[src/rtl/countdown_timer.sv]
// countdown_timer: phase countdown generator. Loads a duration in seconds,
// decrements it once every TICK_DIV clocks of running time, and pulses
// tick/done for the display decoder and traffic-light controller.
module countdown_timer #(
  parameter int TICK_DIV = 50_000_000
) (
  input  logic       clk,
  input  logic       rst_n,
  input  logic       load,
  input  logic [4:0] load_val,
  input  logic       pause,
  input  logic       en,
  output logic [4:0] count,
  output logic       disp_en,
  output logic       tick,
  output logic       done,
  output logic       busy
);

  // Prescaler must be able to hold TICK_DIV-1; keep at least one bit.
  localparam int PW = (TICK_DIV > 1) ? $clog2(TICK_DIV) : 1;
  localparam logic [PW-1:0] PRESC_MAX = PW'(TICK_DIV - 1);

  // A divider below 2 would make the prescaler meaningless.
  if (TICK_DIV < 2) begin : g_bad_div
    $error("countdown_timer: TICK_DIV must be >= 2");
  end

  typedef enum logic [1:0] {
    IDLE   = 2'd0,
    RUN    = 2'd1,
    PAUSED = 2'd2
  } state_t;

  state_t          state_q, state_d;
  logic [PW-1:0]   presc_q, presc_d;
  logic [4:0]      count_q, count_d;
  logic            tick_q, tick_d;
  logic            done_q, done_d;
  logic            busy_q, busy_d;
  logic            disp_en_q;

  // Running time is consumed on every cycle the countdown is active and
  // pause is low. Leaving PAUSED counts that same cycle as running time,
  // so a pause of P cycles delays every later decrement by exactly P.
  logic run_cycle;
  assign run_cycle = (state_q == RUN || state_q == PAUSED) && !pause;

  // Next-state, prescaler, count and pulse computation; load has top priority.
  always_comb begin
    state_d = state_q;
    presc_d = presc_q;
    count_d = count_q;
    tick_d  = 1'b0;
    done_d  = 1'b0;

    if (load) begin
      // Restart discards any coincident wrap, tick or done.
      presc_d = '0;
      count_d = load_val;
      if (load_val != 5'd0) begin
        state_d = pause ? PAUSED : RUN;
      end else begin
        state_d = IDLE;
        done_d  = 1'b1;
      end
    end else begin
      unique case (state_q)
        IDLE: begin
          presc_d = '0;
        end
        RUN, PAUSED: begin
          if (!run_cycle) begin
            // Pause wins over a coincident wrap: everything freezes.
            state_d = PAUSED;
          end else begin
            state_d = RUN;
            if (presc_q == PRESC_MAX) begin
              presc_d = '0;
              // count is always >= 1 while active; guard anyway so it
              // can never wrap below zero.
              if (count_q != 5'd0) begin
                count_d = count_q - 5'd1;
                tick_d  = 1'b1;
              end
              if (count_q <= 5'd1) begin
                done_d  = 1'b1;
                state_d = IDLE;
              end
            end else begin
              presc_d = presc_q + PW'(1);
            end
          end
        end
        default: begin
          state_d = IDLE;
          presc_d = '0;
        end
      endcase
    end

    busy_d = (state_d != IDLE);
  end

  // State, prescaler and registered outputs.
  always_ff @(posedge clk or negedge rst_n) begin
    if (!rst_n) begin
      state_q <= IDLE;
      presc_q <= '0;
      count_q <= 5'd0;
      tick_q  <= 1'b0;
      done_q  <= 1'b0;
      busy_q  <= 1'b0;
    end else begin
      state_q <= state_d;
      presc_q <= presc_d;
      count_q <= count_d;
      tick_q  <= tick_d;
      done_q  <= done_d;
      busy_q  <= busy_d;
    end
  end

  // Display enable is a plain one-cycle delay of en, independent of the FSM.
  always_ff @(posedge clk or negedge rst_n) begin
    if (!rst_n) begin
      disp_en_q <= 1'b0;
    end else begin
      disp_en_q <= en;
    end
  end

  assign count   = count_q;
  assign tick    = tick_q;
  assign done    = done_q;
  assign busy    = busy_q;
  assign disp_en = disp_en_q;

endmodule

[config.mk]
export PLATFORM = sky130hd
export DESIGN_NAME = countdown_timer
export DESIGN_NICKNAME = d
export VERILOG_FILES = /design/src/rtl/countdown_timer.sv
export SDC_FILE = /design/constraint.sdc
export NUM_CORES = 1
export LEC_CHECK = 0
export ABC_AREA = 1
export ABC_CLOCK_PERIOD_IN_PS = 2130
export BUFFER_PORTS_ARGS = -buffer_cell sky130_fd_sc_hd__buf_2
export CORE_ASPECT_RATIO = 0.75
export CORE_MARGIN = 1.5
export CORE_UTILIZATION = 50
export DETAILED_ROUTE_END_ITERATION = 10
export HOLD_SLACK_MARGIN = 0.1
export PLACE_DENSITY = 0.78
export SLEW_MARGIN = 40
export SYNTH_ARGS = -nofsm -noshare
export SYNTH_HDL_FRONTEND = slang
export SYNTH_SLANG_ARGS = --single-unit
[constraint.sdc]
create_clock -name clk -period 2.13 [get_ports clk]
set_clock_uncertainty 0.2 [all_clocks]
set_input_delay 0.3195 -clock clk [delete_from_list [all_inputs] [get_ports clk]]
set_output_delay 0.3195 -clock clk [all_outputs]
set_load 0.05 [all_outputs]
# == Word level (Yosys, flattened, before mapping) ==
# Cells that the tools add are included.
# W data, S select, Z words.
# word_totals
ff_bits,37
inputBits,10
out_inout_bits,9
wordCells,54
# classes
add_sub_neg,2
order_cmp,1
eq_ne,4
n_mux,27
n_reduce_logical,13
# op_table
op,n
$mux W26,4
$add A26 B1 Y26 const B,1
$eq A26 B26 Y1 const B,1
$mux W5,5
$mux W1,13
$reduce_bool A2 Y1,5
$reduce_bool A5 Y1,2
$mux W2,4
$le A5 B1 Y1 const B,1
$sub A5 B1 Y5 const B,1
$pmux W2 S2,1
$reduce_and A4 Y1,1
$ne A3 B3 Y1 const B,1
$eq A2 B1 Y1 const B,1
$eq A2 B2 Y1 const B,1
$logic_not A2 Y1,1
$reduce_or A2 Y1,1
$logic_and A1 B1 Y1,1
$logic_not A1 Y1,1
$logic_or A1 B1 Y1,1

# == Logic depth before layout (Yosys ltp) ==
# depth
word_depth,7
ltp_mapped,10
mapped_depth_nobuf,10

# == Worst setup path before layout ==
# No wires, ideal clock.
# synth_timing
path_type,reg-to-reg
start,register count_q[0] (netlist: count[0])
end,register count_q[1] (netlist: count[1])
setup_ns,0.128
arrival_ns,1.496
t_required_ns,1.802
path_slack_ns,0.306
stages_incl_launch_ff,9
n_path_buf,0
period_less_slack_ns,1.824
cell_sequence,dfrtp_1 > inv_1 > ha_1 > nand3_1 > nand2_1 > inv_1 > nand3b_4 > nand2_4 > o21ai_0
# synth_via
elab_chain_len,6
word_cells_on_any_way,9
# synth_lines
element,line_no,rtl
from (decl),37,"logic [4:0] count_q, count_d;"
from (signal assigned),117,count_q <= count_d;
$sub A5 B1 Y5,83,count_d = count_q - 5'd1;
$mux W5,82,if (count_q != 5'd0) begin
$mux W5,78,if (presc_q == PRESC_MAX) begin
$mux W5,73,if (!run_cycle) begin
$mux W5,68,unique case (state_q)
$mux W5,57,if (load) begin
# Several ways; a longest one is shown, not always the timed one. The select of a mux whose other input is x is not followed.
# A chain may end at the register's enable or synchronous reset.

# == Worst setup path after layout ==
# layout_timing
start,register state_q[1]
end,register presc_q[17]
# layout_via
elab_chain_len,4
word_cells_on_any_way,8
# layout_lines
element,line_no,rtl
from (decl),35,"state_t state_q, state_d;"
from (signal assigned),115,state_q <= state_d;
$eq A2 B1 Y1 or $eq A2 B2 Y1 (tied branches),"47, 68",
$reduce_or A2 Y1 or $logic_or A1 B1 Y1 (tied branches),"68, 47",
$mux W26 or $logic_and A1 B1 Y1 (tied branches),"68, 47",
$mux W26 or $ne A3 B3 Y1 (tied branches),--,
to (signal assigned),116,presc_q <= presc_d;
to (decl),36,"logic [PW-1:0] presc_q, presc_d;"
# Several ways; a longest one is shown, not always the timed one.

==> run summary <==
TritonCTS Buffers - 5
Clock slew at the register clock pins of the worst setup and hold paths - 80 ps
Top Ports - 19
Comb power frac - 17.9%
Total global routing overflow - 0
Prevailing post-synth register cell - dfrtp_1
Max Fclk - 523.6 MHz
DR pass1 iterations - 7
FP Rows - 21
Pint - 1.198 mW
Synth warnings - 0
Part of the power in the clock network - 37.8%
Peak VDD IR - 446.1 µV
Post-synth EDFFs - 0
Initial antenna violation count - 0
Total vias in the final route - 2195
Final hold vios - 0
Max transition margin - 68.73%
Total track usage - 22.80%
Core area - 4546 µm²
CP Capture Type - register
Max stage delay on crit path - 380 ps
Gate Count Post-Synth - 316
Share of layout cells above drive strength 1 - 17.60%
Hold Crit Class - in2reg
Clock buffer depth - 2
CTS resizes - 0
Worst path slowest cell - dfrtp_1
Crit-path cells - inv_1 > ha_1 > inv_1 > nor2_1 > nand2_1 > a21oi_2 > buf_4 > nand3_1 > o21ai_1
WP data required - 2140 ps
Diode count - 0
Finished Cell Area - 2683 µm²
Max-Cap Viols - 0
Via/cell ratio - 5.515
Routed Antenna Nets - 0
CP Buf/Inv Count - 3
Worst reg2reg setup slack - 220 ps
Final setup fails - 0
Clk_lat worst skew - 300 ps
Yosys reg bits - 37
H-Tree Level Count - 2
DRC - 0
Mean Syn Cell Area - 7.586 µm²
Placer Congestion - 0.9155
Max-slew violation count - 0
Final HPWL DP - 4085 µm
Die width - 82.96 µm
RSZ-0062 raised after global routing - no
Leak pwr - 1.174 nW
CTS tree - built
Final setup TNS - 0 ps
Psw - 0.5188 mW
Area contributors post-synth - dfrtp_1, nand2_1, nor2_1, nand3_1, inv_1
Sequential area share after synthesis - 38.62%
Nets@finish - 356
First-pass GRT wire length - 9542 µm
Drt wl/cell - 13.88 µm
DRT iter0 DRCs - 142
Die height - 62.97 µm
Post-Route WL - 5524 µm
Worst path arrival time - 1920 ps
Most frequent cells in the layout - nand2_1, dfrtp_1, nor2_1
Pwr/cell area - 640.1 nW/µm²
Tmin final - 1910 ps
Worst setup SP type - register
Synthesis-to-finish area growth - 11.90%
Status - completed
Total power - 1.717 mW
Vias in the first global route - 2047
Power share of the sequential group - 44.2%
CP dominant cell by count - inv_1
Switching share of total power - 30.21%
CTS sink cnt - 37
Distinct cells, synth - 33
Post-DP Area - 2540 µm²
Initial Utilization - 52.74%
Worst slew pin tran - 469.1 ps
Crit path max fanout - 12
Cell family with most CP delay - simple AND/OR/NAND/NOR gates
I/O Buffers - 18
Async SR Flop Fraction - 100.0%
Area leader, netlist - dfrtp_1
Fillers - 406
Root Driver - clkbuf_8
Final Cycle Share - 89.66%
Most common cell after layout, fill and taps aside - nand2_1
Largest net degree at the start of global routing - 38
Synth Cell Area - 2397 µm²
Syn nets - 332
Die ar. - 5223 µm²
Yosys top cell area share - 38.62%
Crit path kind - reg2reg
[cells in the mapped netlist (3+ instances only)]
| cell | instances |
|---|---|
| nor2_4 | 5 |
| o21ai_0 | 9 |
| inv_1 | 28 |
| nand2_2 | 3 |
| nand2_1 | 87 |
| o22ai_1 | 8 |
| nor3_1 | 7 |
| nor2_2 | 5 |
| inv_2 | 6 |
| nand3_2 | 4 |
| o21ai_1 | 17 |
| nand3_1 | 23 |
| nor2_1 | 32 |
| ha_1 | 6 |
| nand4_1 | 4 |
| xor2_1 | 12 |
| dfrtp_1 | 37 |
| clkbuf_1 | 3 |
[layout make-up]
class / count / area, µm² / share of cell area (%)
clock inverters: 2 / 37.54 / 1.399
multi-input cells: 239 / 1303 / 48.55
clock buffers: 6 / 82.58 / 3.078
well taps: 57 / 71.32 / 2.659
flip-flops and latches: 37 / 925.9 / 34.51
inverters: 34 / 127.6 / 4.757
repair buffers: 23 / 135.1 / 5.037
[sequential cells by signal (all words and copies together), names as in the netlist]
signal   count
disp_en      1
done         1
count        5
busy         1
state_q      2
tick         1
presc_q     26
[path summary, 6_finish.rpt]
kind                                    startpoint  cells past startpoint                       to
setup / recovery              state_q[1]$_DFF_PN0_                      9  presc_q[17]$_DFFE_PN0P_
hold / removal                               pause                      3     state_q[1]$_DFF_PN0_
setup reg to reg              state_q[1]$_DFF_PN0_                      9  presc_q[17]$_DFFE_PN0P_
hold reg to reg            presc_q[24]$_DFFE_PN0P_                      2  presc_q[24]$_DFFE_PN0P_
max in group asynchronous                    rst_n                      2     count[2]$_DFFE_PN0P_
min in group asynchronous                    rst_n                      2  presc_q[13]$_DFFE_PN0P_
[kinds of logic after synthesis]
| logic type | count (synthesis) | share of synthesized area [%] |
|---|---|---|
| AO/OA/AOI/OAI | 39 | 8.977 |
| buffers and inverters | 40 | 7.046 |
| AND/OR/NAND/NOR | 180 | 37.11 |
| XOR/XNOR | 14 | 5.115 |
| flip-flops | 37 | 38.62 |
| adder cells (fa/ha/maj) | 6 | 3.131 |
[routing by layer]
metal | track usage, % | wire [µm]
met2 | 34.55 | 2375
met5 | 0 | 0
met1 | 32.34 | 2690
met3 | 5.680 | 396
met4 | 6.458 | 61
[per-stage QoR]
step                      worst slack [ps]  utilization (%)  std cells  hold slack, ps
after floorplan                      306.1                -        316          -176.1
after global placement               319.5            55.88        388           231.1
after detailed placement             208.3            55.88        388           233.7
after CTS                            209.9            58.96        398           143.5
after global routing                 9.156            59.01        398           172.3
final                                220.3            59.01        398           149.4
[timing repair]
item                                   in CTS  in global routing
hold buffers                                2                  0
endpoints found under the hold margin      38                  0
setup buffers                               0                  0
[power groups by stage]
stage               registers (mW)  clock network, mW  logic, mW
CTS                          0.760              0.655      0.309
detailed placement           0.773                  0      0.303
floorplan                    0.839                  0      0.146
finish                       0.760              0.650      0.308
global placement             0.770                  0      0.296
global route                 0.764              0.688      0.344
[worst register-to-register path, stage by stage, from the launching register on]
cell,delay (ps)
dfrtp_1,380
inv_1,60
ha_1,270
inv_1,60
nor2_1,220
nand2_1,130
a21oi_2,120
buf_4,210
nand3_1,90
o21ai_1,80
Note: power is estimated with default switching activity, not from simulation.
